<file path="config.mk">
export PLATFORM = sky130hd
export DESIGN_NAME = keypad_scanner
export DESIGN_NICKNAME = d
export VERILOG_FILES = /design/src/rtl/keypad_scanner.sv
export SDC_FILE = /design/constraint.sdc
export NUM_CORES = 1
export LEC_CHECK = 0
export ABC_AREA = 1
export BUFFER_PORTS_ARGS = -buffer_cell sky130_fd_sc_hd__buf_4
export CAP_MARGIN = 15
export CORE_ASPECT_RATIO = 2
export CORE_MARGIN = 2
export CORE_UTILIZATION = 54
export CTS_CLUSTER_DIAMETER = 100
export DETAILED_ROUTE_END_ITERATION = 10
export PLACE_DENSITY_LB_ADDON = 0.05
export SETUP_SLACK_MARGIN = 0.02
export SLEW_MARGIN = 0
export SYNTH_ARGS = -nofsm -noshare
export SYNTH_HDL_FRONTEND = slang
export SYNTH_SLANG_ARGS = --single-unit
</file>
<file path="constraint.sdc">
create_clock -name clk -period 1.7 [get_ports clk]
set_clock_uncertainty 0.15 [all_clocks]
set_input_delay 0.34 -clock clk [delete_from_list [all_inputs] [get_ports clk]]
set_output_delay 0.34 -clock clk [all_outputs]
set_load 0.05 [all_outputs]
</file>
<file path="src/rtl/keypad_scanner.sv">
// 4x4 active-low matrix keypad scanner: row synchronizer, per-column dwell,
// debounced press/release with a one-cycle key_valid pulse per accepted key.
module keypad_scanner #(
  parameter int SCAN_DIV     = 100000,
  parameter int DEBOUNCE_CNT = 4
) (
  input  logic       clk,
  input  logic       reset,
  input  logic [3:0] row,
  output logic [3:0] col,
  output logic [3:0] key_code,
  output logic       key_valid,
  output logic       key_held
);

  localparam int            DW       = $clog2(SCAN_DIV);
  localparam int            CW       = $clog2(DEBOUNCE_CNT + 1);
  localparam logic [DW-1:0] DIV_LAST = DW'(SCAN_DIV - 1);
  localparam logic [CW-1:0] CNT_DONE = CW'(DEBOUNCE_CNT);
  localparam logic [CW-1:0] CNT_ONE  = CW'(1);
  localparam logic [CW-1:0] CNT_ZERO = CW'(0);
  localparam bit            SINGLE   = (DEBOUNCE_CNT == 1);

  typedef enum logic [1:0] {
    ST_SCAN     = 2'd0,
    ST_DEBOUNCE = 2'd1,
    ST_HELD     = 2'd2,
    ST_RELEASE  = 2'd3
  } state_t;

  function automatic logic [1:0] lowest_low(input logic [3:0] r);
    logic [1:0] idx;
    if (!r[0])      idx = 2'd0;
    else if (!r[1]) idx = 2'd1;
    else if (!r[2]) idx = 2'd2;
    else            idx = 2'd3;
    return idx;
  endfunction

  function automatic logic [1:0] col_index(input logic [3:0] c);
    logic [1:0] idx;
    case (c)
      4'b1110: idx = 2'd0;
      4'b1101: idx = 2'd1;
      4'b1011: idx = 2'd2;
      4'b0111: idx = 2'd3;
      default: idx = 2'd0;
    endcase
    return idx;
  endfunction

  // Row index selects the keypad line, column index the position within it.
  function automatic logic [3:0] key_map(input logic [1:0] c, input logic [1:0] r);
    logic [3:0] code;
    case ({r, c})
      4'b00_00: code = 4'h1;
      4'b00_01: code = 4'h2;
      4'b00_10: code = 4'h3;
      4'b00_11: code = 4'hA;
      4'b01_00: code = 4'h4;
      4'b01_01: code = 4'h5;
      4'b01_10: code = 4'h6;
      4'b01_11: code = 4'hB;
      4'b10_00: code = 4'h7;
      4'b10_01: code = 4'h8;
      4'b10_10: code = 4'h9;
      4'b10_11: code = 4'hC;
      4'b11_00: code = 4'h0;
      4'b11_01: code = 4'hF;
      4'b11_10: code = 4'hE;
      4'b11_11: code = 4'hD;
      default:  code = 4'h0;
    endcase
    return code;
  endfunction

  state_t        state_r, state_s;
  logic [3:0]    sync_r, rs_r;
  logic [DW-1:0] div_r;
  logic [3:0]    col_r, col_s, col_next_s;
  logic [1:0]    cand_r, cand_s, low_s;
  logic [CW-1:0] match_r, match_s, match_inc_s;
  logic [CW-1:0] rel_r, rel_s, rel_inc_s;
  logic [3:0]    key_code_r, key_code_s;
  logic          key_valid_r, key_valid_s;
  logic          key_held_r, key_held_s;
  logic          tick_s, any_low_s;

  assign tick_s      = (div_r == DIV_LAST);
  assign any_low_s   = (rs_r != 4'hF);
  assign low_s       = lowest_low(rs_r);
  assign col_next_s  = {col_r[2:0], col_r[3]};
  assign match_inc_s = match_r + CNT_ONE;
  assign rel_inc_s   = rel_r + CNT_ONE;

  // Two-flop row synchronizer (idles high) and column dwell counter
  always_ff @(posedge clk or negedge reset) begin
    if (!reset) begin
      sync_r <= 4'hF;
      rs_r   <= 4'hF;
      div_r  <= {DW{1'b0}};
    end else begin
      sync_r <= row;
      rs_r   <= sync_r;
      div_r  <= tick_s ? {DW{1'b0}} : div_r + DW'(1);
    end
  end

  // Scan/debounce decisions, evaluated only on sample ticks
  always_comb begin
    state_s     = state_r;
    col_s       = col_r;
    cand_s      = cand_r;
    match_s     = match_r;
    rel_s       = rel_r;
    key_code_s  = key_code_r;
    key_valid_s = 1'b0;
    key_held_s  = key_held_r;
    if (tick_s) begin
      case (state_r)
        ST_SCAN: begin
          if (any_low_s) begin
            cand_s  = low_s;
            match_s = CNT_ONE;
            if (SINGLE) begin
              state_s     = ST_HELD;
              match_s     = CNT_ZERO;
              key_code_s  = key_map(col_index(col_r), low_s);
              key_valid_s = 1'b1;
              key_held_s  = 1'b1;
            end else begin
              state_s = ST_DEBOUNCE;
            end
          end else begin
            col_s = col_next_s;
          end
        end
        ST_DEBOUNCE: begin
          if (any_low_s && (low_s == cand_r)) begin
            match_s = match_inc_s;
            if (match_inc_s == CNT_DONE) begin
              state_s     = ST_HELD;
              match_s     = CNT_ZERO;
              key_code_s  = key_map(col_index(col_r), cand_r);
              key_valid_s = 1'b1;
              key_held_s  = 1'b1;
            end else begin
              state_s = ST_DEBOUNCE;
            end
          end else begin
            state_s = ST_SCAN;
            match_s = CNT_ZERO;
            col_s   = col_next_s;
          end
        end
        ST_HELD: begin
          // Column stays frozen, so keys in other columns are invisible here.
          if (!any_low_s) begin
            rel_s = CNT_ONE;
            if (SINGLE) begin
              state_s    = ST_SCAN;
              rel_s      = CNT_ZERO;
              key_held_s = 1'b0;
              col_s      = col_next_s;
            end else begin
              state_s = ST_RELEASE;
            end
          end else begin
            state_s = ST_HELD;
          end
        end
        ST_RELEASE: begin
          if (!any_low_s) begin
            rel_s = rel_inc_s;
            if (rel_inc_s == CNT_DONE) begin
              state_s    = ST_SCAN;
              rel_s      = CNT_ZERO;
              key_held_s = 1'b0;
              col_s      = col_next_s;
            end else begin
              state_s = ST_RELEASE;
            end
          end else begin
            state_s = ST_HELD;
            rel_s   = CNT_ZERO;
          end
        end
        default: begin
          state_s = ST_SCAN;
        end
      endcase
    end else begin
      state_s = state_r;
    end
  end

  // FSM state, counters and registered outputs
  always_ff @(posedge clk or negedge reset) begin
    if (!reset) begin
      state_r     <= ST_SCAN;
      col_r       <= 4'b1110;
      cand_r      <= 2'd0;
      match_r     <= CNT_ZERO;
      rel_r       <= CNT_ZERO;
      key_code_r  <= 4'h0;
      key_valid_r <= 1'b0;
      key_held_r  <= 1'b0;
    end else begin
      state_r     <= state_s;
      col_r       <= col_s;
      cand_r      <= cand_s;
      match_r     <= match_s;
      rel_r       <= rel_s;
      key_code_r  <= key_code_s;
      key_valid_r <= key_valid_s;
      key_held_r  <= key_held_s;
    end
  end

  assign col       = col_r;
  assign key_code  = key_code_r;
  assign key_valid = key_valid_r;
  assign key_held  = key_held_r;

endmodule

</file>
Word-level counts from Yosys, hierarchy flattened:

Memories as Yosys holds them, arrays and structs flattened. A register that Yosys moved wholly into a read port is not among the register bits.
Index checks and enable logic that the tools add are counted.
Widths: inputs -> output; s select.

* logic and storage cells: 85
* input bits: 6
* register bits after elaboration: 41
* output and inout port bits: 10
* memories kept: 1
* bits in read-only memories: 64

* reduce and logical (&&, ||, !) cells: 14
* muxes and demuxes: 38
* add/sub/neg operators: 3
* eq/ne operators: 19

Memory list
* (no name shown): words 16, width 4, read ports 1, clocked after Yosys merged registers in 1, write ports 0, RTL line 55 `case ({r, c})`

Operators with widths (count)
* $mux 2: 11
* $mux 3: 6
* $add 17x1->17 const B: 1
* $eq 17x17->1 const B: 1
* $mux 17: 1
* $mux 4: 4
* $ne 2x2->1 const B: 8
* $pmux 3 s2: 2
* $pmux 4 s3: 1
* $reduce_and 6->1: 2
* $mux 1: 10
* $reduce_and 3->1: 3
* $eq 4x4->1 const B: 2
* $pmux 2 s4: 1
* $add 3x1->3 const B: 2
* $eq 3x3->1 const B: 2
* $pmux 2 s3: 1
* $reduce_bool 2->1: 3
* $eq 2x2->1 const B: 2
* $eq 4x3->1 const B: 1
* $ne 4x4->1 const B: 1
* $reduce_and 4->1: 1
* $reduce_bool 3->1: 1
* $eq 2x1->1 const B: 1
* 6 further kinds: 6

Depth between registers and ports, before layout:

Gate-level depths: netlist of run 1.

* depth in word-level cells: 8
* gate-level depth with buffers: 12
* gate-level depth less buffers: 11

Worst setup path before layout of run 1:

No wires, ideal clock.

* kind: flip-flop to flip-flop
* from: reg col_r[3], in the netlist col[3]
* to: reg key_code_r[1], in the netlist key_code[1]
* period minus slack after synthesis: 1.972 ns
* data arrival time: 1.704 ns
* setup time: 0.118 ns
* buffers on the path: 0
* stages on the path, launching flop included: 9
* required time: 1.432 ns
* slack: -0.272 ns
* cells stage by stage: dfstp_2 > or2_2 > nand3_1 > ha_1 > or2_2 > nand3_1 > nand2_1 > nand3_1 > nand2_1

* cells in the longest elaborated chain, start to end: 6
* elaborated cells on any way between the ends: 8
* classes of those cells: eq/ne: 3; mux: 5

RTL lines
* start: declaration: RTL line 80 `logic [3:0] col_r, col_s, col_next_s;`
* start signal: assignment: RTL line 210 `col_r <= col_s;`
* $eq 4x3->1 or $eq 4x4->1 (tied branches): RTL line 42 `case (c)`
* $pmux 2 s3 (*): RTL line 42
* $mux 2 (*): RTL line 141 `if (match_inc_s == CNT_DONE) begin`
* $mux 2 (*): RTL line 139 `if (any_low_s && (low_s == cand_r)) begin`
* $mux 2 (*): RTL line 120 `case (state_r)`
* $mux 2 (*): RTL line 119 `if (tick_s) begin`
* end: declaration: RTL line 84 `logic [3:0] key_code_r, key_code_s;`

Every way passes the cells marked *; elsewhere a longest branch is shown, timed or not. The select of a mux whose other input is x is not followed.
A chain may end at the register's enable or synchronous reset.

Worst setup path after layout of run 1:

Ends and elaborated chain as after synthesis.

==> results of run 1 <==
[worst max-delay path: stages, from the launching register on]
cell	delay [ps]
dfstp_4	650
or2_4	130
nand3_4	110
ha_4	170
or2_4	230
nand3_2	60
nand2_1	50
nand3_1	70
nand2_1	50
[cell type report]
| class | count | area [um^2] | area share |
|---|---|---|---|
| multi-input cells | 231 | 1400 | 0.415 |
| clock buffers | 5 | 68.8 | 0.0205 |
| repair buffers | 54 | 470 | 0.140 |
| flip-flops and latches | 45 | 1150 | 0.342 |
| inverters | 41 | 164 | 0.0487 |
| well taps | 54 | 67.6 | 0.0201 |
| clock inverters | 3 | 47.5 | 0.0141 |
[sequential cells by signal, summed over array words and instances (netlist names)]
| name | cells |
|---|---|
| col | 4 |
| div_r | 17 |
| state_r | 2 |
| cand_r | 2 |
| rel_r | 3 |
| rs_r | 4 |
| key_valid | 1 |
| match_r | 3 |
| key_code | 4 |
| key_held | 1 |
| sync_r | 4 |
[repair_timing]
action,CTS,global route
endpoints found under the hold margin,38,0
hold buffers,5,0
buffers inserted,3,2
gates cloned,0,0
gates resized for setup,13,47
pin swaps,8,20
endpoints found under the setup margin,23,28
[logic make-up (layout without fill, tap and decap cells)]
kind of cell	Yosys count	in the layout	share of synthesized area
xor+xnor	8	8	0.0285
flops	45	45	0.463
fa+ha+maj	9	9	0.0457
buf+inv	42	103	0.0691
compound gates	24	24	0.0498
simple gates	190	190	0.344
[how the worst max path moves through the flow]
stage / start / endpoint / slack, ps
after floorplan: col[3] / key_code[1] / -130
after global placement: div_r[0] / match_r[0] / -40
after detailed placement: div_r[0] / match_r[0] / -60
after CTS: col[1] / key_code[1] / -60
after global routing: col[3] / key_code[1] / -140
final: col[3] / key_code[1] / -60
[routing by layer]
| layer | vias up | routed length, um | share of wire | global-route usage |
|---|---|---|---|---|
| li1 | 1123 | - | - | - |
| met1 | 1092 | 1960 | 0.33 | 0.195 |
| met2 | 49 | 3670 | 0.62 | 0.478 |
| met3 | 17 | 113 | 0.019 | 0.0270 |
| met4 | 0 | 170 | 0.029 | 0.107 |
| met5 | - | 0 | 0 | 0 |
[stage by stage]
stage                     worst slack, ps  area (um^2)  utilization
after floorplan                      -127         2540            -
after global placement              -39.9         2930        0.669
after detailed placement            -64.5         2930        0.669
after CTS                           -57.4         3170        0.723
after global routing                 -137         3360        0.768
final                               -62.6         3360        0.768
[cell usage in the layout (no fill, tap or decap), types with 2 or more instances in the layout]
cell            n
dlygate4sd3_1   5
dfstp_2         8
nor2_2          7
nand3_2         3
buf_6           8
clkbuf_8        5
inv_1          26
xor2_1          8
nor2_4         11
inv_4           2
inv_2          12
nand2_2        13
nand4_1         7
dfstp_4         3
inv_6           2
o22ai_1         2
buf_4          38
ha_1            6
o21ai_0         3
or2_4           3
nor3_1          3
a21oi_1         6
nand2_4         4
nand2_1        79
buf_8           3
a21oi_2         5
dfrtp_1        34
nor2_1         31
nand3_4         4
nand3_1        20
ha_4            3
o21ai_1         7
[where the power goes]
group	switching (uW)	internal, uW
clock	394	449
combinational	46.7	26.1
sequential	5.75	1090
==> impl_results.md, run 1 <==
- Max_slew headroom: 0.622
- Post-Syn Area: 0.00246 mm^2
- First-pass GRT wire length: 8860 um
- Cell taking the most area after synthesis: dfrtp_1
- Setup_tns: -130 ps
- Power after layout: 2010 uW
- Vias in the first global route: 2175
- Hold Violations, Final: 0
- Vias after detailed routing: 2281
- CTS Buf Count: 5
- Worst setup path class: register to register
- Count leader, synth: nand2_1
- Critical path launch point type: register
- Fin. max-slew vios: 0
- Via-to-Cell Ratio: 5.27
- H-tree levels: 2
- Row cnt: 34
- Setup ws final: -62.6 ps
- WL/cell: 13.7 um
- Most used DFF post-synth: dfrtp_1
- # nets final: 393
- Register area share after synthesis: 0.463
- Die Y: 99.5 um
- First-pass detailed-route iteration total: 4
- Post-route insts no fill: 433
- Die W: 51.8 um
- IR drop worst, VDD: 0.000647 V
- WHS: 202 ps
- Syn_area_per_cell: 7.74 um^2
- Hold endpoint: rs_r[3]
- Largest net degree at the start of global routing: 46
- Longest Clk Path Bufs: 2
- Placed Cells: 415
- P_leak: 0.00172 uW
- TritonCTS Sinks: 45
- Syn nets: 333
- Setup slack, reg-to-reg: -60 ps
- Overall Global Routing Usage: 0.230
- Placer Congestion: 0.842
- Die Footprint: 0.00515 mm^2
- Violated checks: negative setup slack
- Commonest cells post-synth: nand2_1 (91), nor2_1 (39), dfrtp_1 (34)
- Antenna Nets Post-Route: 0
- Layout cells sized above 1: 0.364
- Worst setup EP type: register
- DRC viols: 0
- Ys Warns: 0
- Initial antenna violation count: 0
- Unrepaired setup endpoints after global routing: true
- Worst flop-to-flop path startpoint: col[3]
- Yosys top cell area share: 0.346
- R2r endpoint: key_code[1]
- Crit path DAT: 1820 ps
- R2r worst-path depth: 8
- Async SR Flop Fraction: 1.00
- Hold Startpoint: sync_r[3]
- Count of input and output buffers: 15
- Outcome: finished, violations left
- DPL Wire Length: 4160 um
- Hold path cells: 0
- Synthesized instance count: 318
- Worst Path Max Fanout: 5
- Clock Latency Late Sink: 300 ps
- Pwr dens: 597 mW/mm^2
- DR iter-0 viols: 47
- Clk pin slew, worst setup/hold paths: 100 ps
- N_diodes: 0
- Period utilization: 1.04
- Io pins: 16
- EDFF count, synth: 0
- Syn-to-layout area delta: 36.6%
- Final wirelength: 5910 um
- Setup violators final: 3
- FF+latch count, synth: 45
- CTS root buf: clkbuf_8
- Synth area leaders: dfrtp_1 (35%), nand2_1 (14%), dfstp_2 (12%)
- Min cycle time layout: 1760 ps
- CTS tree: yes
- Yosys cell types: 26
- Worst Path Required: 1750 ps
- Starting Density: 0.562
- Number of fill cells: 329
- Min-delay worst type: register to register
- Worst-Margin Slew: 566 ps
- Max-cap check violation count: 0
- Total grt overflow: 0
- F_max: 567 MHz
- Core area: 0.00438 mm^2
No activity file was read; power rests on OpenSTA's default activity.
==> run 2, diff against run 1 <==
Settings changed: SETUP_SLACK_MARGIN 0.02 to 0.05.
==> impl_results.md, run 2 (synthesized netlist as in run 1, its figures left out) <==
- Largest Register: div_r
- Min cycle time layout: 1790 ps
- First-pass detailed-route iteration total: 5
- Setup ws final: -86.7 ps
- Count of input and output buffers: 15
- Via-to-Cell Ratio: 5.23
- Io pins: 16
- DR iter-0 viols: 58
- Met1 wire length: 2060 um
- Max FFs per register: 17
- Slowest CP cell: dfstp_4
- Longest Clk Path Bufs: 2
- Starting Density: 0.562
- Clock Latency Late Sink: 310 ps
- Die Footprint: 0.00515 mm^2
- Initial antenna violation count: 0
- IR drop worst, VDD: 0.000647 V
- Clk pin slew, worst setup/hold paths: 100 ps
- CTS tree: yes
- N_diodes: 0
- Core area: 0.00438 mm^2
- Most common cell after layout, fill and taps aside: nand2_1
- Total grt overflow: 0
- DRC viols: 0
- Worst Setup SP: col[3]
- Max-cap check violation count: 0
- Largest net degree at the start of global routing: 46
- Row cnt: 34
- DPL Wire Length: 4160 um
- CTS Buf Count: 5
- Unrepaired setup endpoints after global routing: true
- Worst setup EP type: register
- First-pass GRT wire length: 9340 um
- Violated checks: negative setup slack
- Hold Violations, Final: 0
- Largest delay contributor family on the critical path: flip-flops
- P_leak: 0.00175 uW
- Placer Congestion: 0.842
- CP peak stage delay: 650 ps
- Vias after detailed routing: 2289
- # nets final: 398
- Switch Pwr: 446 uW
- Sw frac: 0.222
- Internal power: 1560 uW
- Commonest cells after routing, fill and taps aside: nand2_1 (79), buf_4 (43), dfrtp_1 (34)
- Metal2 WL: 3720 um
- Clock network power share: 0.420
- Max Used Layer: met4
- Antenna Nets Post-Route: 0
- WL/cell: 13.7 um
- WHS: 199 ps
- Crit path DAT: 1890 ps
- Outcome: finished, violations left
- Routed wl met3: 75 um
- Die W: 51.8 um
- Min-delay worst type: register to register
- CTS root buf: clkbuf_8
- Setup violators final: 3
- Pwr dens: 589 mW/mm^2
- Max_slew headroom: 0.622
- Die Y: 99.5 um
- Worst setup path class: register to register
- TritonCTS Sinks: 45
- Combinational share of power: 0.036
- Worst-Margin Slew: 566 ps
- Cell mode on critical path: nand2_1
- Worst Path Max Fanout: 5
- Layout cells sized above 1: 0.380
- F_max: 560 MHz
- WP buf/inv: 1
- Vias in the first global route: 2265
- Critical path launch point type: register
- Worst flop-to-flop path startpoint: col[3]
- Number of fill cells: 319
- Final wirelength: 6000 um
- Worst Path Required: 1800 ps
- Register share of total power: 0.544
- Hold Startpoint: sync_r[3]
- Period utilization: 1.05
- Syn-to-layout area delta: 38.6%
- H-tree levels: 2
- Overall Global Routing Usage: 0.243
- Final core occ: 0.779
- Fin. max-slew vios: 0
- Crit-path cells: or2_4, nand3_4, ha_4, inv_2, a21oi_2, nand2_1, nand2_1, nand3_1, nand2_1
run 2: final timing paths:
kind	cells past startpoint	slack (ps)	to
max	9	-90	key_code[1]
min	0	200	rs_r[3]
max reg2reg	9	-90	key_code[1]
min reg2reg	0	200	rs_r[3]
max in group asynchronous	2	590	div_r[10]
min in group asynchronous	2	410	cand_r[1]
run 2: metrics by stage:
| step | setup TNS, ps | cell area (um^2) | setup slack, ps | cells | power [uW] |
|---|---|---|---|---|---|
| floorplan | -303 | 2540 | -127 | 318 | 1130 |
| global route | -1060 | 3410 | -177 | 438 | 2060 |
| finish | -165 | 3410 | -86.7 | 438 | 2010 |
| detailed placement | -403 | 2930 | -64.5 | 415 | 1170 |
| global placement | -167 | 2930 | -39.9 | 415 | 1170 |
| CTS | -196 | 3230 | -57.4 | 433 | 2020 |
run 2: power groups by stage:
stage | clock network (uW) | logic, uW | registers (uW)
after detailed placement | 0 | 59.3 | 1110
final | 843 | 73.2 | 1090
after global placement | 0 | 58.6 | 1110
after global routing | 888 | 82.5 | 1090
after floorplan | 0 | 21.6 | 1110
after CTS | 860 | 70.3 | 1090
run 2: worst reg2reg max path, delay by kind of cell (launching register included):
kind / cells / cell delay (ps)
AND/OR/NAND/NOR: 6 / 510
adder cells (fa/ha/maj): 1 / 280
flip-flops: 1 / 650
AO/OA/AOI/OAI: 1 / 120
buffers and inverters: 1 / 40
run 2: final cells by class:
cell class | count | area (um^2) | area share
clock inverters | 3 | 47.5 | 0.0139
repair buffers | 59 | 508 | 0.149
well taps | 54 | 67.6 | 0.0198
clock buffers | 5 | 68.8 | 0.0202
multi-input cells | 231 | 1400 | 0.411
flip-flops and latches | 45 | 1150 | 0.337
inverters | 41 | 166 | 0.0488
run 2: what timing repair did:
| item | in CTS | in global routing |
|---|---|---|
| setup buffers | 5 | 5 |
| gates cloned | 0 | 0 |
| pin swaps | 13 | 20 |
| hold buffers | 5 | 0 |
| endpoints found under the hold margin | 38 | 0 |
| setup endpoints to repair | 25 | 29 |
| resized for setup | 26 | 37 |
run 2: layer usage:
layer | up-vias | track usage
met4 | 0 | 0.107
li1 | 1136 | -
met2 | 29 | 0.505
met1 | 1111 | 0.210
met3 | 13 | 0.0270
met5 | - | 0
